**src/rtl/vadd_seq_if.sv**
```systemverilog
// Vector-add sequencer bus.
// master: drives start/len/abort and observes addresses, enables and status.
// slave : the sequencer; receives start/len/abort and drives everything else.
//   start   - one-cycle request to begin an operation
//   len     - element count, 0..2^ADDR_W
//   abort   - cancel the running operation
//   rd_addr - read address to source BRAMs A and B
//   rd_en   - read enable to source BRAMs A and B
//   add_en  - clock enable for the adder input register
//   wr_addr - write address to result BRAM C
//   wr_en   - port enable to result BRAM C
//   wea     - write strobe to result BRAM C (same as wr_en)
//   busy    - operation in progress
//   done    - one-cycle completion pulse
//   count   - writes issued in the current operation
interface vadd_seq_if #(
    parameter int unsigned ADDR_W = 10
) ();
    logic              start;
    logic [ADDR_W:0]   len;
    logic              abort;
    logic [ADDR_W-1:0] rd_addr;
    logic              rd_en;
    logic              add_en;
    logic [ADDR_W-1:0] wr_addr;
    logic              wr_en;
    logic              wea;
    logic              busy;
    logic              done;
    logic [ADDR_W:0]   count;

    modport master (
        output start, len, abort,
        input  rd_addr, rd_en, add_en, wr_addr, wr_en, wea, busy, done, count
    );

    modport slave (
        input  start, len, abort,
        output rd_addr, rd_en, add_en, wr_addr, wr_en, wea, busy, done, count
    );
endinterface

```
**src/rtl/vadd_seq.sv**
```systemverilog
// Vector-add sequencer: streams indices 0..len-1 to source BRAMs A/B, enables the
// adder register RD_LAT cycles later, and writes each sum to BRAM C at the same
// index RD_LAT+ADD_LAT cycles after its read. Addresses, enables and status only.
// Ports:
//   i_clk  - clock, all logic on posedge
//   i_rst  - synchronous active-high reset
//   io_bus - vadd_seq_if slave modport (start/len/abort in; addr/enables/status out)
module vadd_seq #(
    parameter int unsigned ADDR_W  = 10,
    parameter int unsigned RD_LAT  = 1,
    parameter int unsigned ADD_LAT = 1
) (
    input  logic       i_clk,
    input  logic       i_rst,
    vadd_seq_if.slave  io_bus
);
    localparam int unsigned L = RD_LAT + ADD_LAT;

    typedef enum logic [1:0] {StIdle, StRun, StDrain, StFin} state_e;

    state_e                    r_state;
    logic [ADDR_W:0]           r_len;
    logic [ADDR_W:0]           r_count;
    logic [ADDR_W-1:0]         r_rd_addr;
    logic                      r_rd_en;
    logic                      r_busy;
    logic                      r_done;
    // Stage s holds the (valid, addr) of the read issued s cycles ago.
    logic [L:1]                r_vld;
    logic [L:1][ADDR_W-1:0]    r_pa;

    logic                      w_last_rd;
    logic                      w_last_wr;

    // Compare at ADDR_W+1 bits so len = 2^ADDR_W ends at the top address without wrap.
    assign w_last_rd = ({1'b0, r_rd_addr} == (r_len - 1'b1));
    // The write leaving stage L this cycle is the final one of the operation.
    assign w_last_wr = r_vld[L] && ((r_count + 1'b1) == r_len);

    always_ff @(posedge i_clk) begin
        if (i_rst) begin
            r_state   <= StIdle;
            r_len     <= '0;
            r_count   <= '0;
            r_rd_addr <= '0;
            r_rd_en   <= 1'b0;
            r_busy    <= 1'b0;
            r_done    <= 1'b0;
            r_vld     <= '0;
            r_pa      <= '0;
        end else begin
            r_vld  <= {r_vld[L-1:1], r_rd_en};
            r_pa   <= {r_pa[L-1:1], r_rd_addr};
            r_done <= 1'b0;
            // A write in the abort cycle still counts; count then holds.
            if (r_vld[L]) begin
                r_count <= r_count + 1'b1;
            end

            unique case (r_state)
                StIdle: begin
                    if (io_bus.start) begin
                        r_len   <= io_bus.len;
                        r_count <= '0;
                        r_busy  <= 1'b1;
                        if (io_bus.len == '0) begin
                            r_state <= StFin;
                        end else begin
                            r_state   <= StRun;
                            r_rd_en   <= 1'b1;
                            r_rd_addr <= '0;
                        end
                    end
                end
                StRun: begin
                    if (io_bus.abort) begin
                        r_state <= StIdle;
                        r_rd_en <= 1'b0;
                        r_busy  <= 1'b0;
                        r_vld   <= '0;
                    end else if (w_last_rd) begin
                        r_state <= StDrain;
                        r_rd_en <= 1'b0;
                    end else begin
                        r_rd_addr <= r_rd_addr + 1'b1;
                    end
                end
                StDrain: begin
                    if (io_bus.abort) begin
                        r_state <= StIdle;
                        r_busy  <= 1'b0;
                        r_vld   <= '0;
                    end else if (w_last_wr) begin
                        r_state <= StFin;
                        r_busy  <= 1'b0;
                        r_done  <= 1'b1;
                    end
                end
                StFin: begin
                    // Entered with done already set after a run; a len=0 run arrives
                    // with done clear and spends one extra cycle here raising it.
                    if (r_done) begin
                        r_state <= StIdle;
                    end else begin
                        r_done <= 1'b1;
                        r_busy <= 1'b0;
                    end
                end
            endcase
        end
    end

    assign io_bus.rd_addr = r_rd_addr;
    assign io_bus.rd_en   = r_rd_en;
    assign io_bus.add_en  = r_vld[RD_LAT];
    assign io_bus.wr_addr = r_pa[L];
    assign io_bus.wr_en   = r_vld[L];
    assign io_bus.wea     = r_vld[L];
    assign io_bus.busy    = r_busy;
    assign io_bus.done    = r_done;
    assign io_bus.count   = r_count;
endmodule

```
**src/flat_wrapper.sv**
```systemverilog
// flat-port wrapper written by rule: the top's interface ports become plain ports
module vadd_seq_flat 
#(
    parameter int unsigned ADDR_W  = 10,
    parameter int unsigned RD_LAT  = 1,
    parameter int unsigned ADD_LAT = 1
)
  (i_clk, i_rst, io_bus_start, io_bus_len, io_bus_abort, io_bus_rd_addr, io_bus_rd_en, io_bus_add_en, io_bus_wr_addr, io_bus_wr_en, io_bus_wea, io_bus_busy, io_bus_done, io_bus_count);
  vadd_seq_if #(.ADDR_W(ADDR_W)) io_bus_i ();
  input  logic i_clk;
  input  logic i_rst;
  input wire logic [$bits(io_bus_i.start)-1:0] io_bus_start;
  input wire logic [$bits(io_bus_i.len)-1:0] io_bus_len;
  input wire logic [$bits(io_bus_i.abort)-1:0] io_bus_abort;
  output wire logic [$bits(io_bus_i.rd_addr)-1:0] io_bus_rd_addr;
  output wire logic [$bits(io_bus_i.rd_en)-1:0] io_bus_rd_en;
  output wire logic [$bits(io_bus_i.add_en)-1:0] io_bus_add_en;
  output wire logic [$bits(io_bus_i.wr_addr)-1:0] io_bus_wr_addr;
  output wire logic [$bits(io_bus_i.wr_en)-1:0] io_bus_wr_en;
  output wire logic [$bits(io_bus_i.wea)-1:0] io_bus_wea;
  output wire logic [$bits(io_bus_i.busy)-1:0] io_bus_busy;
  output wire logic [$bits(io_bus_i.done)-1:0] io_bus_done;
  output wire logic [$bits(io_bus_i.count)-1:0] io_bus_count;
  assign io_bus_i.start = io_bus_start;
  assign io_bus_i.len = io_bus_len;
  assign io_bus_i.abort = io_bus_abort;
  assign io_bus_rd_addr = io_bus_i.rd_addr;
  assign io_bus_rd_en = io_bus_i.rd_en;
  assign io_bus_add_en = io_bus_i.add_en;
  assign io_bus_wr_addr = io_bus_i.wr_addr;
  assign io_bus_wr_en = io_bus_i.wr_en;
  assign io_bus_wea = io_bus_i.wea;
  assign io_bus_busy = io_bus_i.busy;
  assign io_bus_done = io_bus_i.done;
  assign io_bus_count = io_bus_i.count;
  vadd_seq #(.ADDR_W(ADDR_W), .RD_LAT(RD_LAT), .ADD_LAT(ADD_LAT)) u_core (.i_clk(i_clk), .i_rst(i_rst), .io_bus(io_bus_i));
endmodule
```
**config.mk**
```make
export PLATFORM = sky130hd
export DESIGN_NAME = vadd_seq_flat
export DESIGN_NICKNAME = d
export VERILOG_FILES = /design/src/rtl/vadd_seq_if.sv /design/src/rtl/vadd_seq.sv /design/src/flat_wrapper.sv
export SDC_FILE = /design/constraint.sdc
export NUM_CORES = 1
export LEC_CHECK = 0
export ABC_AREA = 1
export CAP_MARGIN = 30
export CELL_PAD_IN_SITES_DETAIL_PLACEMENT = 0
export CELL_PAD_IN_SITES_GLOBAL_PLACEMENT = 2
export CORE_MARGIN = 4
export CORE_UTILIZATION = 29
export CTS_CLUSTER_SIZE = 28
export DETAILED_ROUTE_END_ITERATION = 12
export PLACE_DENSITY = 0.86
export SYNTH_ARGS = -nofsm -noshare
export SYNTH_HDL_FRONTEND = slang
export SYNTH_SLANG_ARGS = --single-unit
```
**constraint.sdc**
```tcl
create_clock -name i_clk -period 2.5 [get_ports i_clk]
set_input_delay 0.75 -clock i_clk [delete_from_list [all_inputs] [get_ports i_clk]]
set_output_delay 0.75 -clock i_clk [all_outputs]
set_load 0.01 [all_outputs]
```
==> flow_summary.yaml, run 1 <==
cts:
  cts_buffers: 9
  cts_tree: "yes"
  clock_path_buffers: 2
  worstSkewPairLatency_ns: 0.33
  path_clk_slew_ns: 0.06
  hold_buffers: 0
  htree_levels: 3
  cts_sinks: 59
  cts-root-buf: "clkbuf_16"
synthesis:
  synthTopCellsByArea: "dfxtp_1, nand2_1, nand3_1, nor2_1, inv_1"
  syn_area_per_cell_um2: 6.70
  synthCells: 492
  synth_edf_count: 0
  syn_area_mm2: 0.00329
  ys_warn_count: 0
  synthFlopType: "dfxtp_1"
  syn_nets: 514
  synth_top_cell_by_area: "dfxtp_1"
  netlist.area_leader.share: 0.359
  ys_seq_area_frac: 0.359
  ys_ff_latch: 59
  async_flop_share: 0
  synthDistinctLibCells: 30
worst_setup_path:
  critical_path_arrival_ns: 2.55
  slowest_stage: "clkdlybuf4s50_1"
  cp.required_ns: 2.76
  crit_chain: "clkdlybuf4s50_1 > nor2_1 > nand3_1 > nor4_1 > buf_4 > a211oi_4 > buf_4 > nand2_4 > nand2_1 > a21oi_1"
  path_max_fanout: 11
  cp_common_cell: "buf_4"
  end_kind: "flip-flop"
  crit_type: "in -> reg"
  startpoint_type: "input pin"
  worst_path_largest_cell_delay_ns: 0.42
global_route:
  grt_antenna_before_repair: 0
  grt_pass1_vias: 2918
  grt.total_usage: 0.140
  grt_max_degree: 32
  grt_pass1_wl_um: 14600
  grt_overflow: 0
power:
  power.switching_w: 0.00149
  p_clk_frac: 0.322
  share_seq_of_total_power: 0.307
  totalPowerFinal_w: 0.00391
  internal-power_w: 0.00242
  swShare: 0.381
  p_leak_nw: 1.76
  power_density_mw_per_mm2: 920
  pwr-share-comb: 0.372
  peakVddDrop_v: 0.000410
die:
  die-area_mm2: 0.0131
  die_x_um: 115
  io_pins: 52
  core_mm2: 0.0110
  start_util: 0.300
  die_h_um: 115
  row_count: 38
sta:
  min_period_over_period: 0.917
  fin_crit_ns: 2.29
  fin_hold_ws_ns: 0.401
  drv_slew: 0
  setup_violations: 0
  fmax_ghz: 0.436
  fin_worst_skew_ns: 0.00442
  worstMarginPinSlew_ns: 0.515
  tns_ns: 0
  slew_headroom: 0.656
  rsz0062_at_grt: "no"
  hold_violations: 0
min_path:
  worstHoldPathType: "reg -> reg"
route:
  wl_per_cell_um: 13.0
  routed_wl_um: 8940
  viasPerCell: 4.49
  drc: 0
  dr.pass1.iters: 4
  drt.antenna.violating_nets: 0
  via_count: 3094
  drt-initial-drc-count: 174
final_layout:
  final_util: 0.388
  final_cells: 689
  fillCellCount: 1188
  diodes: 0
  seqCellArea_mm2: 0.00118
  multi_input_area_mm2: 0.00171
  nets: 566
  post_route_cells_drive_above_1_share: 0.117
  syn_to_final_growth_pct: 29.2
outcome:
  status: "completed"
placed_design:
  dp.cells: 669
  dp_hpwl_um: 6720
  place_congestion: 0.845
  port_buffers: 51
flow_run:
  cap_violations: 0
[power groups by stage]
stage,registers (W),clock network [W],logic (W)
after floorplan,0.00120,0,0.00102
after global placement,0.00122,0,0.00133
after detailed placement,0.00122,0,0.00134
after CTS,0.00120,0.00129,0.00136
after global routing,0.00122,0.00133,0.00165
final,0.00120,0.00126,0.00146
[metal layers]
| metal | GRT usage | part of all wire |
|---|---|---|
| met3 | 0.0349 | 0.053 |
| met2 | 0.213 | 0.44 |
| met4 | 0.0451 | 0.012 |
| met1 | 0.193 | 0.50 |
| met5 | 0 | 0 |
[cell families (layout without fill, tap and decap cells)]
kind of cell	Yosys count	in the layout	share of synthesized area
AO/OA/AOI/OAI	57	57	0.105
flip-flops	59	59	0.359
adder cells (fa/ha/maj)	7	7	0.0266
XOR/XNOR	13	13	0.0346
buffers and inverters	93	150	0.123
AND/OR/NAND/NOR	263	263	0.352
[synth_stat cells (3+ instances only)]
| master | instances |
|---|---|
| o211ai_1 | 5 |
| nand2_1 | 101 |
| o21ai_0 | 15 |
| nand3_1 | 62 |
| xor2_1 | 10 |
| a21oi_1 | 23 |
| nor2_1 | 70 |
| nand2_2 | 11 |
| dfxtp_1 | 59 |
| buf_4 | 11 |
| clkbuf_1 | 11 |
| xnor2_1 | 3 |
| a21oi_2 | 8 |
| nor2_2 | 9 |
| ha_1 | 7 |
| inv_1 | 68 |
[through the flow]
stage | setup WS [ns] | instance area, µm²
after global routing | 0.00348 | 4260
after floorplan | 0.652 | 3290
after global placement | -0.353 | 3900
after detailed placement | -0.376 | 3900
after CTS | 0.174 | 4210
final | 0.208 | 4260
[layout make-up]
cell class	instances	share of cell area
clock inverter	7	0.0182
inverter	70	0.0617
clock buffer	9	0.0529
sequential	59	0.277
multi-input combinational	340	0.403
tap	140	0.0412
timing repair buffer	64	0.146
[final timing paths]
check                                      start                               endpoint  slack (ns)  cells after the start
hold / removal         u_core.r_pa[0]$_SDFF_PP0_    u_core.io_bus.wr_addr[0]$_SDFF_PP0_        0.40                      2
hold reg to reg        u_core.r_pa[0]$_SDFF_PP0_    u_core.io_bus.wr_addr[0]$_SDFF_PP0_        0.40                      2
setup / recovery                   io_bus_len[1]  u_core.io_bus.rd_addr[0]$_SDFFE_PP0P_        0.21                     10
setup reg to reg  u_core.r_state[0]$_SDFFE_PP0P_  u_core.io_bus.rd_addr[0]$_SDFFE_PP0P_        0.28                     12
[registers in the layout, summed over array words and instances (netlist names)]
| name | count |
|---|---|
| u_core.r_len | 11 |
| u_core.r_pa | 10 |
| u_core.io_bus.rd_addr | 10 |
| u_core.io_bus.count | 11 |
| u_core.io_bus.rd_en | 1 |
| u_core.r_vld | 2 |
| u_core.io_bus.done | 1 |
| u_core.io_bus.busy | 1 |
| u_core.io_bus.wr_addr | 10 |
| u_core.r_state | 2 |
[repair_timing]
item	in CTS	in global routing
resized for setup	1	0
pin swaps	0	1
endpoints found under the setup margin	10	1
buffers inserted	0	4
[cells in the final DEF, fill, tap and decap left out]
cell type	synthesis	layout
clkdlybuf4s50_1	0	51
nor3_1	2	2
inv_6	0	1
a211oi_1	2	2
xnor2_1	3	3
nand3_1	62	62
a21oi_2	8	8
buf_12	1	1
clkinv_2	0	1
xor2_1	10	10
clkbuf_16	0	9
a221oi_1	1	1
a211oi_4	0	1
nand2_1	101	101
clkinvlp_4	0	1
bufinv_16	0	1
nor3b_1	2	2
o21ai_0	15	15
clkinv_4	0	3
inv_2	2	2
ha_1	7	7
nand3_2	1	1
nor2_1	70	70
nor2_4	1	1
o211ai_1	5	5
a21oi_1	23	23
inv_1	68	68
nand2_4	2	2
dfxtp_1	59	59
buf_4	11	12
nand4_1	1	1
nand2_2	11	11
nor4_1	1	1
o21bai_1	1	1
o21ai_1	1	1
nor2_2	9	9
[worst max-delay path: cells and delay by family]
| family | cells | cell delay, ns |
|---|---|---|
| AOI/OAI and AO/OA | 2 | 0.16 |
| buffers and inverters | 3 | 0.81 |
| and+or+nand+nor | 5 | 0.83 |
No activity file was read; power rests on OpenSTA's default activity.
==> inputs of run 2 (changes only) <==
--- a/config.mk
+++ b/config.mk
@@ -5,15 +5,14 @@
 export SDC_FILE = /design/constraint.sdc
 export NUM_CORES = 1
 export LEC_CHECK = 0
-export ABC_AREA = 1
 export CAP_MARGIN = 30
 export CELL_PAD_IN_SITES_DETAIL_PLACEMENT = 0
 export CELL_PAD_IN_SITES_GLOBAL_PLACEMENT = 2
 export CORE_MARGIN = 4
-export CORE_UTILIZATION = 29
+export CORE_UTILIZATION = 32
 export CTS_CLUSTER_SIZE = 28
 export DETAILED_ROUTE_END_ITERATION = 12
-export PLACE_DENSITY = 0.86
+export PLACE_DENSITY = 0.87
 export SYNTH_ARGS = -nofsm -noshare
 export SYNTH_HDL_FRONTEND = slang
 export SYNTH_SLANG_ARGS = --single-unit
==> flow_summary.yaml, run 2 <==
die:
  row_count: 36
  die_h_um: 108
  die-area_mm2: 0.0116
  die_x_um: 108
  start_util: 0.326
  core_mm2: 0.00973
  io_pins: 52
final_layout:
  final_util: 0.453
  diodes: 0
  final_area_mm2: 0.00441
  syn_to_final_growth_pct: 39.0
  nets: 486
  post_route_cells_drive_above_1_share: 0.215
  layout_common_cells: "dfxtp_1, buf_4, clkdlybuf4s50_1, nand2_1, nor2b_1"
  final_cells: 602
  multi_input_area_mm2: 0.00184
  mostFrequentLayoutCell: "dfxtp_1"
  seqCellArea_mm2: 0.00118
  fillCellCount: 984
placed_design:
  placed_area_mm2: 0.00407
  place_congestion: 0.774
  dp.cells: 580
  port_buffers: 51
  dp_hpwl_um: 6110
sta:
  drv_slew: 0
  fin_crit_ns: 2.54
  min_period_over_period: 1.02
  slew_headroom: 0.689
  fin_hold_ws_ns: 0.435
  fin_worst_skew_ns: 0.0101
  worstMarginPinSlew_ns: 0.466
  fmax_ghz: 0.393
  rsz0062_at_grt: "yes"
  fin_ws_ns: -0.0437
  setup_violations: 9
  hold_violations: 0
synthesis:
  syn_area_mm2: 0.00317
  async_flop_share: 0
  ys_ff_latch: 59
  synthTopCellsByArea: "dfxtp_1, nor2b_1, nand2_1, xnor2_1, a21oi_1"
  syn_nets: 401
  synthFlopType: "dfxtp_1"
  synth_top_cell_by_area: "dfxtp_1"
  synthCells: 379
  ys_seq_area_frac: 0.372
  synthDistinctLibCells: 60
  synth_edf_count: 0
  yosys.cell_count.top_type: "dfxtp_1"
  ys_warn_count: 0
  netlist_top_cells_count: "dfxtp_1, nand2_1, nor2b_1, a21oi_1, nor2_1"
  syn_area_per_cell_um2: 8.37
  netlist.area_leader.share: 0.372
route:
  routed_wl_um: 8200
  dr.pass1.iters: 4
  wl_per_cell_um: 13.6
  via_count: 2932
  viasPerCell: 4.87
  drt-initial-drc-count: 137
  drc: 0
  drt.antenna.violating_nets: 0
min_path:
  holdPathEnd: "u_core.io_bus.wr_addr[4]$_SDFF_PP0_"
  worstHoldPathType: "reg -> reg"
  worstHoldPathCells: 1
  hp-start: "u_core.r_pa[4]$_SDFF_PP0_"
cts:
  cts_buffers: 9
  clock_path_buffers: 2
  cts_tree: "yes"
  worstSkewPairLatency_ns: 0.35
  cts-root-buf: "clkbuf_8"
  path_clk_slew_ns: 0.08
  cts_sinks: 59
  htree_levels: 3
worst_setup_path:
  reg2reg_depth: 8
  r2r_start: "u_core.r_len[2]$_SDFFE_PP0P_"
  critical_path_arrival_ns: 2.83
  path_max_fanout: 10
  crit_type: "reg -> reg"
  end_kind: "flip-flop"
  startpoint_type: "flip-flop"
  r2r_end: "u_core.io_bus.rd_addr[8]$_SDFFE_PP0P_"
  cp.required_ns: 2.78
  r2r_slack_ns: -0.04
global_route:
  grt_antenna_before_repair: 0
  grt.total_usage: 0.146
  grt_overflow: 0
  grt_pass1_vias: 2757
  grt_pass1_wl_um: 13500
  grt_max_degree: 42
power:
  power_density_mw_per_mm2: 792
  p_leak_nw: 1.65
  totalPowerFinal_w: 0.00349
  peakVddDrop_v: 0.000322
flow_run:
  cap_violations: 0
outcome:
  violations: "setup timing"
  status: "complete, but fails checks"
[run 2: area by class of cell]
class,instances,share of cell area
Multi-Input combinational cell,277,0.417
Sequential cell,59,0.269
Timing Repair Buffer,108,0.218
Tap cell,133,0.0378
Clock buffer,9,0.0281
Clock inverter,7,0.0227
Inverter,9,0.00766
[run 2: metal layers]
metal | share of wire | track usage | vias up | wire length [µm]
li1 | - | - | 1494 | -
met1 | 0.50 | 0.199 | 1380 | 4070
met2 | 0.46 | 0.229 | 46 | 3750
met3 | 0.030 | 0.0264 | 12 | 249
met4 | 0.017 | 0.0586 | 0 | 137
met5 | 0 | 0 | - | 0
[run 2: worst max path at each step]
stage,startpoint,to,slack [ns],cells after the start
floorplan,io_bus_len[10],u_core.io_bus.rd_addr[2]$_SDFFE_PP0P_,0.002,8
global placement,io_bus_len[1],u_core.io_bus.rd_addr[2]$_SDFFE_PP0P_,-0.46,8
detailed placement,io_bus_len[1],u_core.io_bus.rd_addr[2]$_SDFFE_PP0P_,-0.46,8
CTS,u_core.r_len[0]$_SDFFE_PP0P_,u_core.io_bus.rd_addr[8]$_SDFFE_PP0P_,-0.05,10
global route,u_core.r_len[0]$_SDFFE_PP0P_,u_core.r_state[0]$_SDFFE_PP0P_,-0.16,9
finish,u_core.r_len[2]$_SDFFE_PP0P_,u_core.io_bus.rd_addr[8]$_SDFFE_PP0P_,-0.04,8
[run 2: report_power, final]
part           internal [W]  leakage [nW]  switching (W)  total, W
sequential          0.00102         0.479      0.0000672   0.00109
combinational      0.000725          1.06       0.000684   0.00141
clock              0.000569         0.114       0.000428  0.000997
total               0.00231          1.65        0.00118   0.00349
[run 2: critical path, cell delays in order, from the launching register on]
cell and delay [ns]:
dfxtp_1 0.35, or3_4 0.41, or3_1 0.31, a32o_2 0.29, o211ai_2 0.18, o211ai_4 0.14
buf_6 0.15, or4_1 0.50, a21oi_1 0.14
[run 2: stage by stage]
step / TNS [ns] / worst slack [ns]
finish: -0.204 / -0.0437
global route: -1.57 / -0.158
CTS: -0.382 / -0.0534
detailed placement: -2.42 / -0.463
global placement: -2.26 / -0.457
floorplan: 0 / 0.00196
[run 2: kinds of logic (layout without fill, tap and decap cells)]
| family | Yosys count | count (layout) | share of synthesized area |
|---|---|---|---|
| fa+ha+maj | 8 | 8 | 0.0308 |
| flops | 59 | 59 | 0.372 |
| buf+inv | 43 | 133 | 0.0702 |
| compound gates | 77 | 77 | 0.165 |
| mux | 2 | 2 | 0.00631 |
| simple gates | 164 | 164 | 0.283 |
| xor+xnor | 26 | 26 | 0.0718 |
[run 2: repair_timing]
| action | 4_1_cts | 5_1_grt |
|---|---|---|
| setup endpoints to repair | 12 | 13 |
| gates resized for setup | 16 | 3 |
| hold buffers | 0 | 0 |
| setup buffers | 5 | 1 |
| pin swaps | 9 | 3 |
